==> src/rtl/fp_mult_unpack.sv <==
// Input-side operand decoder for the FP multiplier: splits a packed IEEE-754 operand
// into sign / biased exponent / explicit-hidden-bit significand, normalizing subnormals.
module fp_mult_unpack #(
   parameter int EXP_LEN  = 8,
   parameter int MANT_LEN = 23,
   localparam int FP_LEN  = 1 + EXP_LEN + MANT_LEN
) (
   input  logic                 clk,
   input  logic                 rst_n,
   input  logic                 in_valid,
   output logic                 in_ready,
   input  logic [FP_LEN-1:0]    in_data,
   output logic                 out_valid,
   input  logic                 out_ready,
   output logic                 sign,
   output logic [EXP_LEN+1:0]   exp,
   output logic [MANT_LEN:0]    mant,
   output logic                 nan,
   output logic                 inf,
   output logic                 zero
);

   typedef enum logic [1:0] {IDLE, NORM, VALID} state_t;

   localparam logic [EXP_LEN+1:0] EXP_ONE = {{(EXP_LEN+1){1'b0}}, 1'b1};
   localparam logic [EXP_LEN-1:0] FIELD_MAX = '1;

   state_t               state_q, state_d;
   logic                 sign_q, sign_d;
   logic [EXP_LEN+1:0]   exp_q, exp_d;
   logic [MANT_LEN:0]    mant_q, mant_d;
   logic                 nan_q, nan_d;
   logic                 inf_q, inf_d;
   logic                 zero_q, zero_d;

   logic                 accept;
   logic [EXP_LEN-1:0]   field;
   logic [MANT_LEN-1:0]  frac;

   assign field     = in_data[FP_LEN-2 -: EXP_LEN];
   assign frac      = in_data[MANT_LEN-1:0];
   assign in_ready  = (state_q == IDLE) || (state_q == VALID && out_ready);
   assign accept    = in_valid && in_ready;
   assign out_valid = (state_q == VALID);

   always_comb begin
      state_d = state_q;
      sign_d  = sign_q;
      exp_d   = exp_q;
      mant_d  = mant_q;
      nan_d   = nan_q;
      inf_d   = inf_q;
      zero_d  = zero_q;
      case (state_q)
         IDLE, VALID: begin
            if (accept) begin
               sign_d  = in_data[FP_LEN-1];
               nan_d   = 1'b0;
               inf_d   = 1'b0;
               zero_d  = 1'b0;
               state_d = VALID;
               if (field == FIELD_MAX) begin
                  exp_d  = {2'b00, FIELD_MAX};
                  mant_d = {1'b1, frac};
                  nan_d  = (frac != '0);
                  inf_d  = (frac == '0);
               end else if (field == '0 && frac == '0) begin
                  exp_d  = '0;
                  mant_d = '0;
                  zero_d = 1'b1;
               end else if (field == '0) begin
                  // subnormal: start at exp 1 and let NORM walk the leading one up
                  exp_d   = EXP_ONE;
                  mant_d  = {1'b0, frac};
                  state_d = NORM;
               end else begin
                  exp_d  = {2'b00, field};
                  mant_d = {1'b1, frac};
               end
            end else if (state_q == VALID && out_ready) begin
               state_d = IDLE;
            end
         end
         NORM: begin
            mant_d = {mant_q[MANT_LEN-1:0], 1'b0};
            exp_d  = exp_q - EXP_ONE;
            if (mant_q[MANT_LEN-1]) state_d = VALID;
         end
         default: state_d = IDLE;
      endcase
   end

   always_ff @(posedge clk or negedge rst_n) begin
      if (!rst_n) begin
         state_q <= IDLE;
         sign_q  <= 1'b0;
         exp_q   <= '0;
         mant_q  <= '0;
         nan_q   <= 1'b0;
         inf_q   <= 1'b0;
         zero_q  <= 1'b0;
      end else begin
         state_q <= state_d;
         sign_q  <= sign_d;
         exp_q   <= exp_d;
         mant_q  <= mant_d;
         nan_q   <= nan_d;
         inf_q   <= inf_d;
         zero_q  <= zero_d;
      end
   end

   assign sign = sign_q;
   assign exp  = exp_q;
   assign mant = mant_q;
   assign nan  = nan_q;
   assign inf  = inf_q;
   assign zero = zero_q;

endmodule

==> config.mk <==
export PLATFORM = sky130hd
export DESIGN_NAME = fp_mult_unpack
export DESIGN_NICKNAME = d
export VERILOG_FILES = /design/src/rtl/fp_mult_unpack.sv
export SDC_FILE = /design/constraint.sdc
export NUM_CORES = 1
export LEC_CHECK = 0
export BUFFER_PORTS_ARGS = -buffer_cell sky130_fd_sc_hd__buf_2
export CORE_ASPECT_RATIO = 1.25
export CORE_MARGIN = 8
export CORE_UTILIZATION = 43
export DETAILED_ROUTE_END_ITERATION = 10
export HOLD_SLACK_MARGIN = 0.1
export PLACE_DENSITY = 0.72
export RECOVER_POWER = 100
export SYNTH_ARGS = -nofsm -noshare
export SYNTH_HDL_FRONTEND = slang
export SYNTH_SLANG_ARGS = --single-unit
==> constraint.sdc <==
create_clock -name clk -period 4.4 [get_ports clk]
set_input_delay 1.1 -clock clk [delete_from_list [all_inputs] [get_ports clk]]
set_output_delay 1.1 -clock clk [all_outputs]
set_load 0.01 [all_outputs]
==> impl_metrics.tcl <==
set metrics [dict create \
    ant_nets 0 \
    relSlewSlack -0.400 \
    cp.required_ps 4620 \
    arrival_ps 3090 \
    ys.flop_type "dfrtp_1" \
    grt_max_degree 41 \
    final_cells 341 \
    worstMarginPinSlew_ps 2100 \
    ys_seq_area_frac 0.513 \
    cts_root_buffer "clkbuf_8" \
    status "finished with violations" \
    grt_pass1_vias 1955 \
    worst-path-buf-inv 2 \
    violations "capacitance limit, slew limit" \
    maxSlewViolCount 41 \
    r2r_cells 5 \
    cts_setup_buffers 0 \
    port_buffers 75 \
    critPathMaxStageDelay_ps 780 \
    critPathTopFamily "simple AND/OR/NAND/NOR gates" \
    area_delta_synth_final_pct 22.5 \
    min_path_type "flop to flop" \
    vdd_drop_max_uv 206 \
    grt_usage 0.160 \
    syn_nets 246 \
    hold_ws_ps 483 \
    path_cells "buf_2, nor2b_1, and2_0, clkbuf_1, a22oi_1, nand2_1" \
    p_total_uw 838 \
    final.min_clock_period_ps 2870 \
    cts-htree-levels 2 \
    via_count 1841 \
    multi_input_area_sq_um 887 \
    first_pass_iters 4 \
    place_hpwl_um 4010 \
    drive_gt1_frac 0.187 \
    synth.ff_latch_count 40 \
    place_congestion 0.777 \
    clock_latency_ps 290 \
    setup_viol 0 \
    core_area_sq_mm 0.00439 \
    dp.cells 334 \
    rsz0062_at_grt "no" \
    fin_crit_sh 0.652 \
    initial_utilization 0.444 \
    post-route-cell-area_sq_mm 0.00239 \
    async_flop_share 1.00 \
    die_w_um 76.2 \
    grt_pass1_wl_um 9320 \
    max_freq_ghz 0.349 \
    dieArea_sq_mm 0.00696 \
    antenna_cells 0 \
    antenna_found_initial 0 \
    utilization 0.544 \
    clockBufferDepth 2 \
    worstSetupPathType "input pin to flop" \
    endpoint_kind "flop" \
    synth_edf_count 0 \
    cts.clk_slew.worst_paths_ps 70 \
    regArea_sq_mm 0.00100 \
    syn_area_sq_mm 0.00195 \
    hold_path_depth 1 \
    cts_resized 0 \
    fin_setup_tns_ps 0 \
    via_per_inst 5.40 \
    io_pins 76 \
    post-place-ws_ps 1760 \
    postPlaceCellArea_sq_mm 0.00237 \
    max-cap-violations 1 \
    hold_violations 0 \
    yosysWarnings 0 \
    fillCellCount 452 \
    syn_avg_cell_area_sq_um 9.33 \
    fin_nets 320 \
    path_max_fanout 18 \
    clock-sinks 40 \
    cellLeakagePower_nw 1.09 \
    avgRoutedWirePerCell_um 15.9 \
    finClkSkew_ps 3.38 \
    num_rows 27 \
    grt_overflow_total 0 \
    start_kind "input pin" \
    slowest_stage "and2_0" \
    powerDensity_mw_per_mm2 351 \
    wl_um 5410 \
    die_y_um 91.3 \
    postSynthCellCount 209 \
    holdBufCountCts 0 \
    cp.depth 6 \
    drc 0 \
    synth_cell_types 39 \
    cts_buffers 5 \
    cts_tree "built" \
    first_iter_violations 133 \
    fin_ws_ps 1530 \
]
layout make-up:
class,count,area share
Clock buffer,6,0.0304
Clock inverter,1,0.00210
Inverter,2,0.00314
Multi-Input combinational cell,156,0.371
Sequential cell,40,0.419
Tap cell,58,0.0304
Timing Repair Buffer,78,0.144
worst register-to-register path, cell delays in order (launching register included):
cell	delay, ps
dfrtp_1	430
nor2b_1	240
and2_0	780
clkbuf_1	640
a22oi_1	160
nand2_1	100
sequential cells by signal, summed over array words and instances, names as in the netlist:
| signal | cells |
|---|---|
| sign | 1 |
| exp | 10 |
| zero | 1 |
| inf | 1 |
| mant | 24 |
| state_q | 2 |
| nan | 1 |
power by group:
part | leakage, nW | internal (mW) | switching, mW
combinational | 0.558 | 0.0601 | 0.102
clock | 0.0410 | 0.108 | 0.121
sequential | 0.494 | 0.407 | 0.0403
total | 1.09 | 0.575 | 0.263
path summary, 6_finish.rpt:
kind                                  from        to  slack, ps
worst min-delay path                exp[9]    exp[9]        480
worst max register to register  state_q[0]  mant[15]       2000
max in group asynchronous            rst_n    exp[3]       1790
worst max-delay path              in_valid  mant[15]       1530
worst min register to register      exp[9]    exp[9]        480
min in group asynchronous            rst_n  mant[16]       1410
logic make-up after synthesis:
kind of cell,share of synthesized area
fa+ha+maj,0.00642
flops,0.513
buf+inv,0.0302
simple gates,0.254
compound gates,0.196
cells in the mapped netlist, drive strengths merged (2+ instances only):
cell / count / area share
nor4: 6 / 0.027
nand2: 66 / 0.13
inv: 2 / 0.0039
nand3: 4 / 0.010
nor2: 11 / 0.025
o211ai: 4 / 0.018
nor2b: 5 / 0.016
nand4: 2 / 0.0064
nand2b: 2 / 0.0077
a22oi: 22 / 0.085
a21oi: 3 / 0.0096
nor3: 3 / 0.0077
or4: 2 / 0.012
clkbuf: 3 / 0.0058
o31ai: 2 / 0.0077
o21ai: 6 / 0.015
buf: 8 / 0.021
dfrtp: 40 / 0.51
a32oi: 3 / 0.013
o311ai: 2 / 0.0090
cell usage in the layout, fill, tap and decap left out, types with 2 or more instances in the layout:
| master | n |
|---|---|
| buf_4 | 2 |
| nand3_1 | 4 |
| nor4_1 | 5 |
| a32oi_1 | 3 |
| clkbuf_8 | 5 |
| a21oi_1 | 2 |
| buf_2 | 34 |
| or4_4 | 2 |
| nor2_1 | 10 |
| o21ai_0 | 6 |
| o211ai_1 | 4 |
| a22oi_1 | 22 |
| nor2b_1 | 4 |
| nand2_1 | 66 |
| o311ai_0 | 2 |
| nor3_1 | 3 |
| clkbuf_1 | 43 |
| dfrtp_1 | 40 |
| inv_1 | 2 |
| o31ai_1 | 2 |
| nand4_1 | 2 |
layer usage:
metal | wire length [um] | vias up | global-route usage
met5 | 0 | - | 0
met4 | 82 | 0 | 0.0611
met3 | 393 | 7 | 0.0611
met2 | 2450 | 65 | 0.248
met1 | 2490 | 871 | 0.197
li1 | - | 898 | -
(Power assumes the default switching activity.)
